<file path="src/rtl/branch_hazard_ctrl.sv">
// ---------------------------------------------------------------------------
// branch_hazard_ctrl
//
// Purpose: decides when a branch in ID has to stall. A branch in ID gets its
// operands only from the register file and the WB forwarding path. If one of
// its sources is still being produced in EX, in MEM, or by a long-latency
// unit (divider/FPU), ID is stalled and a bubble is inserted into EX.
// Long-latency producers are tracked in a 64-entry pending-write scoreboard:
// entries 0..31 are the integer file and entries 32..63 are the float file.
// A small FSM classifies each stall. A watchdog raises a sticky error flag
// when a stall lasts MAX_STALL cycles.
//
// Optional feature (macro BRANCH_HAZARD_PERF_EN): when the macro is defined,
// two saturating cycle counters are added, one for pipe stalls and one for
// long-latency stalls.
//
// Ports:
//   clk, rst_n                   core clock; synchronous active-low reset
//   id_valid, id_branch          ID holds a valid branch/compare
//   float_read[1:0]              [1] rs1 is float, [0] rs2 is float
//   rs1id, rs2id                 ID source registers
//   wbex, fw_ie, rdex            EX producer: writes back, float file, rd
//   wbmem, fw_imem, rdmem        MEM producer: writes back, float file, rd
//   lo_issue, lo_rd, lo_float    long-latency op issued (sets scoreboard bit)
//   lo_wb, lo_wb_rd, lo_wb_float long-latency writeback (clears scoreboard bit)
//   id_flush                     ID instruction is killed
//   stall_id, bubble_ex          hold PC/IF/ID; insert NOP into EX
//   stall_err                    sticky watchdog error
//   stall_cause                  00 none, 01 pipe, 10 long-latency
//   perf_pipe_cyc, perf_long_cyc present only with BRANCH_HAZARD_PERF_EN
// ---------------------------------------------------------------------------
module branch_hazard_ctrl #(
  parameter int MAX_STALL = 64,
  parameter int CNT_W     = 16
) (
  input  logic             clk,
  input  logic             rst_n,
  input  logic             id_valid,
  input  logic             id_branch,
  input  logic [1:0]       float_read,
  input  logic [4:0]       rs1id,
  input  logic [4:0]       rs2id,
  input  logic             wbex,
  input  logic             fw_ie,
  input  logic [4:0]       rdex,
  input  logic             wbmem,
  input  logic             fw_imem,
  input  logic [4:0]       rdmem,
  input  logic             lo_issue,
  input  logic [4:0]       lo_rd,
  input  logic             lo_float,
  input  logic             lo_wb,
  input  logic [4:0]       lo_wb_rd,
  input  logic             lo_wb_float,
  input  logic             id_flush,
  output logic             stall_id,
  output logic             bubble_ex,
  output logic             stall_err,
  output logic [1:0]       stall_cause
`ifdef BRANCH_HAZARD_PERF_EN
  ,
  output logic [CNT_W-1:0] perf_pipe_cyc,
  output logic [CNT_W-1:0] perf_long_cyc
`endif
);

  localparam logic [1:0] IDLE    = 2'd0;
  localparam logic [1:0] ST_PIPE = 2'd1;
  localparam logic [1:0] ST_LONG = 2'd2;

  localparam int SC_W = $clog2(MAX_STALL + 1);

  logic [1:0]      state_q, state_d;
  logic [63:0]     sb_q, sb_d;
  logic [SC_W-1:0] stall_cnt_q, stall_cnt_d;
  logic            stall_err_q, stall_err_d;

  logic            br_active;
  logic [1:0]      hit_pipe;
  logic [1:0]      hit_long;
  logic            hz_pipe, hz_long;

  // Per-source matching. Integer x0 never matches anything, but float f0 is
  // a real register and does match.
  logic [4:0] src_idx [2];
  logic       src_flt [2];
  assign src_idx[0] = rs1id;
  assign src_idx[1] = rs2id;
  assign src_flt[0] = float_read[1];
  assign src_flt[1] = float_read[0];

  genvar gi;
  generate
    for (gi = 0; gi < 2; gi++) begin : g_src
      logic is_x0;
      assign is_x0 = !src_flt[gi] && (src_idx[gi] == 5'd0);
      assign hit_pipe[gi] = !is_x0 &&
        ((wbex  && (rdex  == src_idx[gi]) && (fw_ie   == src_flt[gi])) ||
         (wbmem && (rdmem == src_idx[gi]) && (fw_imem == src_flt[gi])));
      assign hit_long[gi] = !is_x0 && sb_q[{src_flt[gi], src_idx[gi]}];
    end
  endgenerate

  assign br_active = id_valid && id_branch && !id_flush;
  assign hz_pipe   = br_active && (|hit_pipe);
  assign hz_long   = br_active && (|hit_long);

  assign stall_id    = hz_pipe || hz_long;
  assign bubble_ex   = stall_id;
  assign stall_cause = hz_long ? 2'b10 : (hz_pipe ? 2'b01 : 2'b00);
  assign stall_err   = stall_err_q;

  always_comb begin
    sb_d = sb_q;
    // Clear first so that a same-cycle set of the same bit wins.
    if (lo_wb)
      sb_d[{lo_wb_float, lo_wb_rd}] = 1'b0;
    if (lo_issue && !(!lo_float && (lo_rd == 5'd0)))
      sb_d[{lo_float, lo_rd}] = 1'b1;
  end

  always_comb begin
    state_d = state_q;
    if (id_flush) begin
      state_d = IDLE;
    end else begin
      case (state_q)
        IDLE: begin
          if (hz_long)      state_d = ST_LONG;
          else if (hz_pipe) state_d = ST_PIPE;
        end
        ST_PIPE: begin
          if (hz_long)       state_d = ST_LONG;
          else if (!hz_pipe) state_d = IDLE;
        end
        ST_LONG: begin
          if (!hz_long && !hz_pipe) state_d = IDLE;
          else if (!hz_long)        state_d = ST_PIPE;
        end
        default: state_d = IDLE;
      endcase
    end
  end

  // Watchdog: counts consecutive stall cycles, saturates, and latches the
  // error once the count reaches MAX_STALL. The stall itself is not broken.
  always_comb begin
    stall_cnt_d = stall_cnt_q;
    if (!stall_id)
      stall_cnt_d = '0;
    else if (stall_cnt_q != SC_W'(MAX_STALL))
      stall_cnt_d = stall_cnt_q + 1'b1;
    stall_err_d = stall_err_q || (stall_cnt_d == SC_W'(MAX_STALL));
  end

  always_ff @(posedge clk) begin
    if (!rst_n) begin
      state_q     <= IDLE;
      sb_q        <= '0;
      stall_cnt_q <= '0;
      stall_err_q <= 1'b0;
    end else begin
      state_q     <= state_d;
      sb_q        <= sb_d;
      stall_cnt_q <= stall_cnt_d;
      stall_err_q <= stall_err_d;
    end
  end

`ifdef BRANCH_HAZARD_PERF_EN
  logic [CNT_W-1:0] pipe_cyc_q, pipe_cyc_d;
  logic [CNT_W-1:0] long_cyc_q, long_cyc_d;

  always_comb begin
    pipe_cyc_d = pipe_cyc_q;
    long_cyc_d = long_cyc_q;
    if ((stall_cause == 2'b01) && (pipe_cyc_q != '1))
      pipe_cyc_d = pipe_cyc_q + 1'b1;
    if ((stall_cause == 2'b10) && (long_cyc_q != '1))
      long_cyc_d = long_cyc_q + 1'b1;
  end

  always_ff @(posedge clk) begin
    if (!rst_n) begin
      pipe_cyc_q <= '0;
      long_cyc_q <= '0;
    end else begin
      pipe_cyc_q <= pipe_cyc_d;
      long_cyc_q <= long_cyc_d;
    end
  end

  assign perf_pipe_cyc = pipe_cyc_q;
  assign perf_long_cyc = long_cyc_q;
`endif

endmodule

</file>
<file path="config.mk">
export PLATFORM = sky130hd
export DESIGN_NAME = branch_hazard_ctrl
export DESIGN_NICKNAME = d
export VERILOG_FILES = /design/src/rtl/branch_hazard_ctrl.sv
export SDC_FILE = /design/constraint.sdc
export NUM_CORES = 1
export LEC_CHECK = 0
export BUFFER_PORTS_ARGS = -buffer_cell sky130_fd_sc_hd__buf_2
export CORE_MARGIN = 8
export CORE_UTILIZATION = 55
export CTS_CLUSTER_SIZE = 28
export DETAILED_ROUTE_END_ITERATION = 8
export HOLD_SLACK_MARGIN = 0.08
export PLACE_DENSITY = 0.75
export SLEW_MARGIN = 10
export SYNTH_ARGS = -nofsm -noshare
export SYNTH_HDL_FRONTEND = slang
export SYNTH_SLANG_ARGS = --single-unit
</file>
<file path="constraint.sdc">
create_clock -name clk -period 3.8 [get_ports clk]
set_clock_uncertainty 0.2 [all_clocks]
set_input_delay 0.76 -clock clk [delete_from_list [all_inputs] [get_ports clk]]
set_output_delay 0.76 -clock clk [all_outputs]
set_load 0.01 [all_outputs]
</file>
==> flow_summary.ini, run 1 <==
[run_status]
status = finished clean

[die]
core_mm2 = 0.00855
ios = 50
die_x_um = 109
die_y_um = 109
fp.dieArea_mm2 = 0.0118
num_rows = 34
start_util = 0.555

[power]
p_sw_w = 0.000447
p_comb_frac = 0.149
power.density_cell_area_mw_per_mm2 = 298
fin_total_pwr_w = 0.00156
ir_worst_vdd_v = 0.000131
pwr-share-clk = 0.361
p_sw_frac = 0.287
leakagePower_nw = 1.77
power.internal_w = 0.00111
p_seq_frac = 0.491

[synth]
yosys.area_share.simple = 0.187
synthMuxAreaShare = 0.172
synth_top_cell_area_share = 0.304
synthArstFlopShare = 0
synthAdderAreaFrac = 0.00528
ys_warn_count = 0
synthesis.nets = 596
ys_types = 49
synth_top_area_cell = dfxtp_1
synth_compound_area_frac = 0.224
ys_top_cells_by_area = dfxtp_1 30%, mux4_2 12%, a21boi_0 10%
synth-seq-cells = 72
yosysSeqAreaShare = 0.304
synth.avg_cell_area_um2 = 8.64
synthCells = 549
synth_top_family_by_area = compound AO/OA/AOI/OAI gates
synth-xor-area-share = 0.0554
synth_edf_count = 0
synth_top_flop_cell = dfxtp_1
syn-cell-area_mm2 = 0.00474

[detailed_routing]
vias_per_cell = 6.26
drtAntennaViolNets = 0
drt-initial-drc-count = 445
wl_per_cell_um = 19.0
first_pass_iters = 5
vias = 4326
wirelength_um = 13100
drc = 0

[worst_setup_path]
worstPathArrival_ns = 2.72
critPathLaunchType = primary input
cp.required_ns = 2.84
cp_max_fo = 10
cp-end-kind = output port
worstSetupPathType = primary input to output port

[sta]
fin_crit_sh = 0.968
finalMaxSlewViolations = 0
rsz0062_at_grt = true
tightestPinTransition_ns = 0.968
layout_setup_ws_ns = 0.123
max_freq_ghz = 0.272
final-setup-viol-count = 0
fin_crit_ns = 3.68
slew_headroom = 0.353
hold_viol = 0

[grt]
grt_pass1_wl_um = 21500
grt_pass1_vias = 4243
grt_start_max_net_pins = 66
grt_use_total = 0.229
grt_overflow = 0
antenna_found_initial = 0

[layout]
final_cell_mix = 72 x dfxtp_1, 70 x nand2_1, 64 x a21boi_0, 64 x o21ai_0, 47 x buf_2
insertedDiodeCount = 0
syn2layout_area_growth_pct = 10.0
drive_gt1_frac = 0.202
fin_cells = 691
final_common_cell = dfxtp_1
layout.nets = 625

[clock_network]
insertion_delay_ns = 0.35
cts-root-buf = clkbuf_8
h-tree-depth = 3
ctsHoldBuffers = 0
clkSlewWorstSetupHoldPaths_ns = 0.07
post_cts_buffers = 0
clockBufferDepth = 2
cts-buffers-inserted = 9
cts_sinks = 72
cts_tree = yes

[placement]
gp_congestion = 0.975
io_buffers = 49
dp_cells = 675
hpwlAfterDp_um = 10300
dp_slack_ns = -0.0149

[job]
maxCapViolCount = 0

[min_path]
min_path_type = flip-flop to flip-flop
[power by group through the flow]
stage | clock network [W] | logic [W] | registers [W]
3_5_place_dp | 0 | 0.000224 | 0.000781
3_3_place_gp | 0 | 0.000220 | 0.000781
6_report | 0.000561 | 0.000231 | 0.000764
4_1_cts | 0.000567 | 0.000227 | 0.000764
2_1_floorplan | 0 | 0.000158 | 0.000779
5_1_grt | 0.000604 | 0.000253 | 0.000764
[flip-flops by register name (all words and copies together), names as in the netlist]
signal       cells
sb_q            64
stall_cnt_q      7
stall_err        1
[worst paths after layout]
kind                                            from              endpoint  slack (ns)  cells past startpoint
worst max register to register   sb_q[62]$_SDFF_PN0_  stall_err$_SDFF_PN0_        1.45                      7
worst min-delay path            stall_err$_SDFF_PN0_  stall_err$_SDFF_PN0_        0.28                      2
worst max-delay path                        rs1id[2]        stall_cause[0]        0.12                      8
worst min register to register  stall_err$_SDFF_PN0_  stall_err$_SDFF_PN0_        0.28                      2
[layout make-up]
class	count	area (um2)
fillers	734	3330
multi-input cells	426	3080
flip-flops and latches	72	1440
repair buffers	60	345
clock buffers	10	138
well taps	108	135
clock inverters	6	42.5
inverters	9	33.8
[critical path: stages]
cell,delay [ns]
clkbuf_4,0.20
mux4_2,0.52
mux2_2,0.29
a211oi_1,0.25
a221oi_1,0.09
a32oi_2,0.25
nor3b_1,0.20
buf_2,0.16
[cells by family (layout without fill, tap and decap cells)]
logic type	Yosys count	count (layout)
buffers and inverters	51	85
flip-flops	72	72
XOR/XNOR	30	30
AND/OR/NAND/NOR	180	180
adder cells (fa/ha/maj)	2	2
AO/OA/AOI/OAI	165	165
multiplexers	49	49
[cells in the mapped netlist, types with 5 or more instances]
| library cell | instances |
|---|---|
| nor2b_1 | 5 |
| nor2_1 | 27 |
| buf_4 | 7 |
| xnor2_1 | 15 |
| mux4_2 | 25 |
| dfxtp_1 | 72 |
| nand2_1 | 70 |
| mux2i_1 | 14 |
| o21ai_0 | 64 |
| nor3b_1 | 5 |
| nand4_1 | 9 |
| a211oi_1 | 9 |
| nand3_1 | 20 |
| a21boi_0 | 64 |
| xor2_1 | 15 |
| clkbuf_1 | 26 |
| nand3b_1 | 7 |
| inv_1 | 9 |
| mux2_2 | 6 |
| nand2b_1 | 7 |
| a21oi_1 | 7 |
| or2_2 | 5 |
[stage by stage]
step | hold slack (ns) | setup TNS (ns) | instance area (um2) | utilization
floorplan | 0.250 | 0 | 4740 | -
global placement | 0.254 | -0.0241 | 5010 | 0.585
detailed placement | 0.266 | -0.0149 | 5010 | 0.585
CTS | 0.284 | 0 | 5190 | 0.607
global route | 0.322 | -0.0110 | 5220 | 0.610
finish | 0.282 | 0 | 5220 | 0.610
[per-layer routing]
layer,GRT usage,up-vias,wire (um)
met5,0,-,0
met4,0.0978,0,265
met3,0.0443,29,1090
met2,0.365,190,6120
met1,0.297,2050,5660
li1,-,2057,-
[timing repair]
action,CTS,global route
gates resized for setup,1,4
cloned,0,0
setup endpoints to repair,1,3
Power figures use the tool's default switching activity.
==> run 2, diff against run 1 <==
==> constraint.sdc (replaced) <==
create_clock -name clk -period 4.5 [get_ports clk]
set_clock_uncertainty 0.2 [all_clocks]
set_input_delay 0.9 -clock clk [delete_from_list [all_inputs] [get_ports clk]]
set_output_delay 0.9 -clock clk [all_outputs]
set_load 0.01 [all_outputs]
==> flow_summary.ini, run 2 (same netlist as run 1, synthesis figures left out) <==
[placement]
gp_congestion = 0.959
dp_cells = 669
io_buffers = 49
dp_slack_ns = 0.214
hpwlAfterDp_um = 10400

[detailed_routing]
vias = 4360
first_pass_iters = 5
drtAntennaViolNets = 0
wirelength_um = 13400
drt-initial-drc-count = 370
vias_per_cell = 6.36
wl_per_cell_um = 19.6
drc = 0

[sta]
layout_setup_ws_ns = 0.163
tightestPinTransition_ns = 1.16
fin_crit_ns = 4.34
max_freq_ghz = 0.231
finalMaxSlewViolations = 0
final-setup-viol-count = 0
slew_headroom = 0.215
fin_tns_setup_ns = 0
rsz0062_at_grt = false
hold_viol = 0
fin_crit_sh = 0.964

[grt]
antenna_found_initial = 0
grt_pass1_vias = 4294
met3_usage = 0.0426
grt_use_total = 0.229
grt_pass1_wl_um = 21500
grt_overflow = 0
met1_usage = 0.291
grtUsageMet2 = 0.374
grt-busiest-layer = met2
grt_start_max_net_pins = 66

[power]
fin_total_pwr_w = 0.00143
leakagePower_nw = 1.77
power.density_cell_area_mw_per_mm2 = 275
ir_worst_vdd_v = 0.000116

[clock_network]
clkSlewWorstSetupHoldPaths_ns = 0.07
post_cts_buffers = 0
cts-resized-gates = 0
cts-root-buf = clkbuf_8
ctsHoldBuffers = 0
h-tree-depth = 3
cts_sinks = 72
cts-buffers-inserted = 9
insertion_delay_ns = 0.34
cts_tree = yes
clockBufferDepth = 2

[die]
core_mm2 = 0.00855
ios = 50
die_x_um = 109
start_util = 0.555
fp.dieArea_mm2 = 0.0118
die_y_um = 109
num_rows = 34

[layout]
final_cell_mix = 72 x dfxtp_1, 70 x nand2_1, 64 x a21boi_0, 64 x o21ai_0, 49 x buf_2
regMostFlops = sb_q
final_common_cell = dfxtp_1
syn2layout_area_growth_pct = 9.47
post-route-util = 0.607
insertedDiodeCount = 0
drive_gt1_frac = 0.187
layout.nets = 619
largest_register_ffs = 64
fin_cells = 685

[worst_setup_path]
worstPathArrival_ns = 3.24
cp_max_fo = 19
worstSetupPathType = primary input to output port
cp-end-kind = output port
cp.required_ns = 3.40
critPathLaunchType = primary input

[job]
maxCapViolCount = 0

[run_status]
status = finished clean

[min_path]
min_path_type = flip-flop to flip-flop
[run 2: cell types whose count changed in the layout (fill, tap and decap cells not counted), moves of 2 or more]
cell and change:
bufinv_16 +2, inv_6 -2, buf_4 -6, clkinvlp_4 -2, clkbuf_4 -2, buf_2 +2
[run 2: final timing paths]
check | from | to | slack [ns] | cells past startpoint
max reg2reg | sb_q[31]$_SDFF_PN0_ | stall_err$_SDFF_PN0_ | 1.93 | 7
min | stall_err$_SDFF_PN0_ | stall_err$_SDFF_PN0_ | 0.27 | 2
max | rs1id[1] | stall_cause[0] | 0.16 | 8
min reg2reg | stall_err$_SDFF_PN0_ | stall_err$_SDFF_PN0_ | 0.27 | 2
[run 2: area by class of cell]
type                       count  area (um2)
clock buffer                  11         151
tap                          108         135
timing repair buffer          54         295
fill                         774        3360
inverter                       9        33.8
clock inverter                 5        78.8
sequential                    72        1440
multi-input combinational    426        3060
[run 2: power breakdown]
part           switching (W)  internal (W)
Combinational       0.000115     0.0000745
Clock               0.000249      0.000342
Sequential        0.00000427      0.000641
Total               0.000368       0.00106
[run 2: worst max-delay path, cell delays in order]
cell and delay (ns):
buf_2 0.39, mux4_2 0.56, mux2_2 0.28, a211oi_1 0.27, a221oi_1 0.08, a32oi_1 0.34, nor3b_1 0.24, buf_2 0.16
[run 2: per-layer routing]
layer	routed length, um	part of all wire
met1	5590	0.42
met3	1190	0.089
met5	0	0
met4	311	0.023
met2	6300	0.47
[run 2: per-stage QoR]
step,cell area (um2),hold slack [ns]
2_1_floorplan,4740,0.250
3_3_place_gp,4960,0.255
3_5_place_dp,4960,0.258
4_1_cts,5190,0.275
5_1_grt,5190,0.315
6_report,5190,0.269
==> run 3, diff against run 2 <==
--- a/config.mk
+++ b/config.mk
@@ -7,11 +7,10 @@
 export LEC_CHECK = 0
 export BUFFER_PORTS_ARGS = -buffer_cell sky130_fd_sc_hd__buf_2
 export CORE_MARGIN = 8
-export CORE_UTILIZATION = 55
+export CORE_UTILIZATION = 30
 export CTS_CLUSTER_SIZE = 28
 export DETAILED_ROUTE_END_ITERATION = 8
 export HOLD_SLACK_MARGIN = 0.08
-export PLACE_DENSITY = 0.75
 export SLEW_MARGIN = 10
 export SYNTH_ARGS = -nofsm -noshare
 export SYNTH_HDL_FRONTEND = slang
==> flow_summary.ini, run 3 (same netlist as run 1, synthesis figures left out) <==
[power]
p_seq_frac = 0.427
p_sw_w = 0.000407
power.density_cell_area_mw_per_mm2 = 280
pwr-share-clk = 0.448
p_sw_frac = 0.269
power.internal_w = 0.00111
leakagePower_nw = 1.79
p_comb_frac = 0.125
ir_worst_vdd_v = 0.000123

[worst_setup_path]
cp.required_ns = 3.40
critPathLaunchType = primary input
worstPathArrival_ns = 3.08
cp_max_fo = 13
worstSetupPathType = primary input to output port
cp-end-kind = output port

[grt]
grtUsageMet2 = 0.227
grt-busiest-layer = met2
met1_usage = 0.179
antenna_found_initial = 2
grt_pass1_vias = 4268
met3_usage = 0.0430
grt_pass1_wl_um = 22900
grt_start_max_net_pins = 67
grt_use_total = 0.143
grt_overflow = 0

[clock_network]
cts-resized-gates = 0
insertion_delay_ns = 0.34
clkSlewWorstSetupHoldPaths_ns = 0.06
post_cts_buffers = 0
cts_tree = yes
cts_sinks = 72
cts-root-buf = clkbuf_16
clockBufferDepth = 2
ctsHoldBuffers = 0
h-tree-depth = 3
cts-buffers-inserted = 9

[layout]
syn2layout_area_growth_pct = 13.8
regMostFlops = sb_q
largest_register_ffs = 64
drive_gt1_frac = 0.193
multi_input_area_mm2 = 0.00306
final_cell_mix = 72 x dfxtp_1, 70 x nand2_1, 64 x a21boi_0, 64 x o21ai_0, 49 x buf_2
insertedDiodeCount = 0
layout.nets = 622
final_common_cell = dfxtp_1
regArea_mm2 = 0.00144
n_fill_cell = 1616

[sta]
fin_tns_setup_ns = 0
tightestPinTransition_ns = 1.13
max_freq_ghz = 0.239
final-setup-viol-count = 0
rsz0062_at_grt = false
hold_viol = 0
finalMaxSlewViolations = 0
holdWs_ns = 0.269
fin_crit_sh = 0.928
fin_crit_ns = 4.18
slew_headroom = 0.247

[job]
maxCapViolCount = 0

[detailed_routing]
drc = 0
vias = 4271
first_pass_iters = 5
drt-initial-drc-count = 316
wirelength_um = 14100
drtAntennaViolNets = 0
vias_per_cell = 5.37
wl_per_cell_um = 17.7

[placement]
gp_congestion = 0.859
hpwlAfterDp_um = 11100
io_buffers = 49

[die]
num_rows = 46
fp.dieArea_mm2 = 0.0201
core_mm2 = 0.0157
start_util = 0.303
die_y_um = 142
die_x_um = 142
ios = 50

[run_status]
status = finished clean

[min_path]
min_path_type = flip-flop to flip-flop
## run 3: cell type report
type,count,share of cell area
Multi-Input combinational cell,426,0.567
Sequential cell,72,0.267
Timing Repair Buffer,57,0.0566
Tap cell,216,0.0501
Clock buffer,10,0.0443
Clock inverter,6,0.00835
Inverter,9,0.00626
## run 3: power by group through the flow
stage / combinational (W) / clock [W] / sequential [W]
after global placement: 0.000184 / 0 / 0.000660
final: 0.000189 / 0.000677 / 0.000646
after global routing: 0.000208 / 0.000714 / 0.000646
after CTS: 0.000188 / 0.000683 / 0.000646
after detailed placement: 0.000187 / 0 / 0.000660
after floorplan: 0.000134 / 0 / 0.000658
## run 3: path summary, 6_finish.rpt
check,start,endpoint,slack (ns),cells past startpoint
max,rs1id[2],stall_cause[1],0.32,9
min reg2reg,stall_err$_SDFF_PN0_,stall_err$_SDFF_PN0_,0.27,2
min,stall_err$_SDFF_PN0_,stall_err$_SDFF_PN0_,0.27,2
max reg2reg,sb_q[63]$_SDFF_PN0_,stall_err$_SDFF_PN0_,2.12,7
## run 3: through the flow
stage	power (W)	cells	cell area [um2]	utilization	setup slack (ns)
after global routing	0.00157	796	5400	0.345	0.148
after CTS	0.00152	796	5390	0.344	0.346
final	0.00151	796	5400	0.345	0.323
after detailed placement	0.000847	780	5110	0.326	0.348
after global placement	0.000844	780	5110	0.326	0.377
after floorplan	0.000792	549	4740	-	0.672
## run 3: worst max-delay path, stage by stage
cell and delay [ns]:
buf_2 0.29, mux4_2 0.55, mux2_2 0.30, a211oi_1 0.26, a221oi_1 0.09, a32oi_1 0.27, buf_4 0.23, nor2_1 0.06
buf_2 0.13
## run 3: routing by layer
layer / vias up / share of wire
met5: - / 0.0018
met1: 2027 / 0.42
met2: 156 / 0.46
met3: 33 / 0.097
met4: 4 / 0.024
li1: 2051 / -
